--- src/rtl/brat_checkpoint.sv ---
// Branch checkpoint store (BRAT). It snapshots the rename map table's
// next-state tags and ready bits for every dispatched branch, and keeps the
// snapshot ready bits current from the CDB. On a mispredict it restores the
// snapshot and squashes the younger checkpoints. On a correct resolve it
// frees the entry.
module brat_checkpoint #(
    parameter int ARCH_REGS  = 32,
    parameter int PHYS_TAG_W = 6,
    parameter int DEPTH      = 4,
    parameter int ID_W       = $clog2(DEPTH)
) (
    input  logic                            clock,
    input  logic                            reset,
    input  logic                            alloc_req,
    input  logic [ARCH_REGS*PHYS_TAG_W-1:0] snap_value_in,
    input  logic [ARCH_REGS-1:0]            snap_ready_in,
    input  logic                            cdb_valid,
    input  logic [PHYS_TAG_W-1:0]           cdb_tag,
    input  logic                            resolve_valid,
    input  logic                            resolve_mispredict,
    input  logic [ID_W-1:0]                 resolve_id,
    output logic [ID_W-1:0]                 alloc_id,
    output logic                            brat_full,
    output logic [$clog2(DEPTH+1)-1:0]      brat_count,
    output logic                            restore_valid,
    output logic [ARCH_REGS*PHYS_TAG_W-1:0] restore_value_out,
    output logic [ARCH_REGS-1:0]            restore_ready_out,
    output logic [DEPTH-1:0]                squash_mask
);

    localparam int CNT_W = $clog2(DEPTH + 1);

    logic [DEPTH-1:0]                                 r_valid;
    logic [ID_W-1:0]                                  r_tail;
    logic [DEPTH-1:0][ARCH_REGS-1:0][PHYS_TAG_W-1:0]  r_value;
    logic [DEPTH-1:0][ARCH_REGS-1:0]                  r_ready;

    logic                  w_full;
    logic [CNT_W-1:0]      w_count;
    logic                  w_mispredict;
    logic                  w_correct;
    logic                  w_alloc;
    logic [ID_W-1:0]       w_dist;
    logic [ID_W-1:0]       w_off;
    logic [DEPTH-1:0]      w_span;
    logic [ARCH_REGS-1:0]  w_hit;

    // Occupancy status from registered state only.
    always_comb begin
        w_full  = r_valid[r_tail];
        w_count = '0;
        for (int unsigned e = 0; e < DEPTH; e++) begin
            w_count = w_count + CNT_W'(r_valid[e]);
        end
    end

    // Decode the resolve and allocation events for this cycle.
    always_comb begin
        w_mispredict = resolve_valid & resolve_mispredict & r_valid[resolve_id];
        w_correct    = resolve_valid & ~resolve_mispredict & r_valid[resolve_id];
        w_alloc      = alloc_req & ~w_full & ~w_mispredict;
    end

    // Circular range resolve_id .. tail-1. If the tail equals resolve_id
    // while that entry is valid, the ring is full and the resolving entry
    // is the oldest one, so every entry is squashed.
    always_comb begin
        w_dist = r_tail - resolve_id;
        w_off  = '0;
        w_span = '0;
        for (int unsigned i = 0; i < DEPTH; i++) begin
            w_off     = ID_W'(i) - resolve_id;
            w_span[i] = (w_dist == '0) || (w_off < w_dist);
        end
    end

    // Same-cycle CDB forwarding for the restored snapshot.
    always_comb begin
        w_hit = '0;
        for (int unsigned r = 0; r < ARCH_REGS; r++) begin
            w_hit[r] = cdb_valid && (r_value[resolve_id][r] == cdb_tag);
        end
    end

    assign alloc_id          = r_tail;
    assign brat_full         = w_full;
    assign brat_count        = w_count;
    assign restore_valid     = w_mispredict;
    assign restore_value_out = w_mispredict ? r_value[resolve_id] : '0;
    assign restore_ready_out = w_mispredict ? (r_ready[resolve_id] | w_hit) : '0;
    assign squash_mask       = w_mispredict ? w_span : '0;

    // Checkpoint storage, valid bits and tail pointer.
    always_ff @(posedge clock) begin
        if (reset) begin
            r_valid <= '0;
            r_tail  <= '0;
            r_value <= '0;
            r_ready <= '0;
        end else begin
            for (int unsigned e = 0; e < DEPTH; e++) begin
                for (int unsigned r = 0; r < ARCH_REGS; r++) begin
                    if (cdb_valid && r_valid[e] && (r_value[e][r] == cdb_tag)) begin
                        r_ready[e][r] <= 1'b1;
                    end
                end
            end
            // The later write takes precedence, so the entry being allocated
            // gets snap_ready_in untouched by the CDB update above.
            if (w_alloc) begin
                r_value[r_tail] <= snap_value_in;
                r_ready[r_tail] <= snap_ready_in;
                r_valid[r_tail] <= 1'b1;
                r_tail          <= r_tail + 1'b1;
            end
            if (w_correct) begin
                r_valid[resolve_id] <= 1'b0;
            end
            if (w_mispredict) begin
                r_valid <= r_valid & ~w_span;
                r_tail  <= resolve_id;
            end
        end
    end

endmodule

--- config.mk ---
export PLATFORM = sky130hd
export DESIGN_NAME = brat_checkpoint
export DESIGN_NICKNAME = d
export VERILOG_FILES = /design/src/rtl/brat_checkpoint.sv
export SDC_FILE = /design/constraint.sdc
export NUM_CORES = 2
export LEC_CHECK = 0
export CELL_PAD_IN_SITES_DETAIL_PLACEMENT = 0
export CELL_PAD_IN_SITES_GLOBAL_PLACEMENT = 1
export CORE_MARGIN = 1
export CORE_UTILIZATION = 30
export CTS_CLUSTER_SIZE = 30
export DETAILED_ROUTE_END_ITERATION = 16
export PLACE_DENSITY_LB_ADDON = 0.1
export SLEW_MARGIN = 30
export SYNTH_ARGS = -nofsm -noshare
export SYNTH_HDL_FRONTEND = slang
export SYNTH_SLANG_ARGS = --single-unit
--- constraint.sdc ---
create_clock -name clock -period 2.7 [get_ports clock]
set_clock_uncertainty 0.1 [all_clocks]
set_input_delay 0.27 -clock clock [delete_from_list [all_inputs] [get_ports clock]]
set_output_delay 0.27 -clock clock [all_outputs]
set_load 0.005 [all_outputs]
==> reports/results.tsv <==
metric	value	unit
Peak VDD IR	0.498	mV
CTS max path bufs	3	
critical path peak fanout	8	
reg2reg setup slack	0.05	ns
die area	174000	um^2
# H-tree levels	3	
area of the multi-input gates	31900	um^2
largest net degree at the start of global routing	72	
WHS Path Cells	4	
cell area power density	604	nW/um^2
CORE AREA	170000	um^2
Worst-path clk slew	0.06	ns
Num CTS Buffers	109	
minimum clock period	3.13	ns
most frequent cells in the layout	nand2_1, dfxtp_1, mux2i_1, xnor2_1, buf_4	
clock share of power	0.384	
most common cell after layout, fill and taps aside	nand2_1	
DR WL/cell	26.6	um
Yosys Warn Count	0	
vias per cell	5.17	
number of antenna violations at the first check in global routing	16	
area grow syn2layout	31.5	%
TritonRoute pass-1 iters	5	
status	finished with violations	
Final ANT Viol Nets	0	
DRT Wirelength	222000	um
first-pass GRT wire length	323000	um
async set-reset flop share out of synthesis	0	
final worst slack	-0.433	ns
Required @ worst endpoint	2.33	ns
layout cells sized above 1	0.227	
final setup fails	225	
Hold WC Path Type	primary input to register	
Mapped Cells	5269	
Synth area leader	dfxtp_1	
vias in the first global route	44409	
Clock Latency Late Sink	0.74	ns
switching share of power	0.309	
FP Rows	151	
Highest Clock Rate	319	MHz
max-cap violations	0	
Pins Over Slew Limit	0	
Gate power share	0.239	
Setup crit start kind	register	
die span in y	417	um
arrival time worst endpoint	2.76	ns
NetSw	12.7	mW
initial DRC count	2910	
synthesis-stage register bit count	902	
leakage power	29.0	nW
pre-CTS WS	-0.601	ns
root buffer cell	clkbuf_16	
Worst slew margin	0.465	
gr ovfl total	0	
Cell Area, Synth	51700	um^2
GP Congestion	0.841	
P_int	28.4	mW
Total GRT Usage	0.250	
failing checks	negative setup slack	
syn_nets	5526	
syn_area_per_cell	9.81	um^2
Synth area leaders	dfxtp_1, mux2i_1, mux4_2	
Final Hold Slack	0.0561	ns
final hold vios	0	
CTS sink cnt	902	
Worst R2R Path Depth	11	
post-synthesis sequential area ratio	0.349	
via count	43261	
layout net count	6235	
share of the synthesized area in the top cell type	0.349	
PortBufs	472	
Seq pwr share	0.377	
Final Cycle Share	1.16	
Synth Flop Type	dfxtp_1	
fillers	16846	
RSZ-0062 raised after global routing	yes	
Post-DP HPWL	157000	um
EDFF count, synth	0	
Initial Utilization	0.304	
# DRC	0	
Distinct cells, synth	45	
Die Span X	417	um
io pins	473	
Setup CP Type	register to output pin	
CTS tree	built	
slew at the pin closest to its max-slew limit	0.802	ns
FF/Latch Area	18100	um^2
crit end category	output pin	
-- power by group through the flow --
stage	clock (mW)	sequential, mW	combinational (mW)
4_1_cts	16.2	15.5	9.87
5_1_grt	16.6	15.6	10.4
6_report	15.8	15.5	9.83
3_3_place_gp	0	15.8	9.54
3_5_place_dp	0	15.7	9.56
2_1_floorplan	0	15.4	5.60
-- logic make-up after synthesis --
group | after synthesis | synth area share
AO/OA/AOI/OAI | 385 | 0.0599
XOR/XNOR | 933 | 0.158
adder cells (fa/ha/maj) | 19 | 0.00474
buffers and inverters | 509 | 0.0465
flip-flops | 902 | 0.349
multiplexers | 964 | 0.240
AND/OR/NAND/NOR | 1557 | 0.141
-- final cells by class --
| cell class | count | share of cell area |
|---|---|---|
| diodes | 5 | 0.000184 |
| clock buffers | 156 | 0.0464 |
| clock inverters | 42 | 0.00885 |
| inverters | 19 | 0.00134 |
| multi-input cells | 3858 | 0.469 |
| flip-flops and latches | 902 | 0.266 |
| well taps | 2295 | 0.0422 |
| repair buffers | 1087 | 0.166 |
| repair inverters | 1 | 0.000294 |
-- stage by stage --
stage	setup TNS, ns	cell area [um^2]	cells	util	total power, mW
4_1_cts	-70.02	67900	8360	0.399	41.5
3_3_place_gp	-36.60	63000	8108	0.370	25.3
5_1_grt	-72.86	68000	8365	0.400	42.7
6_report	-53.87	68000	8365	0.400	41.1
2_1_floorplan	0	51700	5269	-	21.0
3_5_place_dp	-41.87	63000	8108	0.370	25.3
-- path summary, 6_finish.rpt --
| check | startpoint | end |
|---|---|---|
| hold / removal | cdb_tag[4] | r_ready[53] |
| setup reg to reg | r_valid[1] | r_value[96] |
| setup / recovery | r_valid[1] | restore_value_out[143] |
| hold reg to reg | r_value[591] | r_value[591] |
-- state kept, by name, indices dropped and copies added (netlist names) --
signal and flops:
r_value 768, r_ready 128, r_valid 4, alloc_id 2
-- what timing repair did --
item	4_1_cts	5_1_grt
hold buffers	4	0
setup buffers	52	5
resized for setup	775	69
endpoints found under the setup margin	233	341
cloned	8	1
endpoints found under the hold margin	24	0
pin swaps	22	9
-- synthesized netlist by cell type, drive strengths merged (32+ instances only) --
master / count
mux2i: 742
dfxtp: 902
xor2: 390
nand3: 36
and2: 186
nor4: 328
a41oi: 128
o21ai: 32
clkbuf: 278
buf: 212
a31o: 72
mux4: 220
nand2: 947
xnor2: 542
a211oi: 128
-- critical path: stages, from the launching register on --
cell and delay [ns]:
dfxtp_2 0.32, mux2_4 0.28, a2bb2oi_4 0.27, inv_8 0.14, buf_12 0.17, buf_16 0.15, buf_8 0.14, buf_4 0.13
and2_1 0.15, dlygate4sd2_1 0.26
-- routing by layer --
layer / GRT usage / vias up / wire length, um
li1: - / 20108 / -
met1: 0.344 / 21758 / 104000
met2: 0.408 / 1114 / 104000
met3: 0.0262 / 281 / 8260
met4: 0.0778 / 0 / 6930
met5: 0 / - / 0
Note: power is estimated with default switching activity, not from simulation.
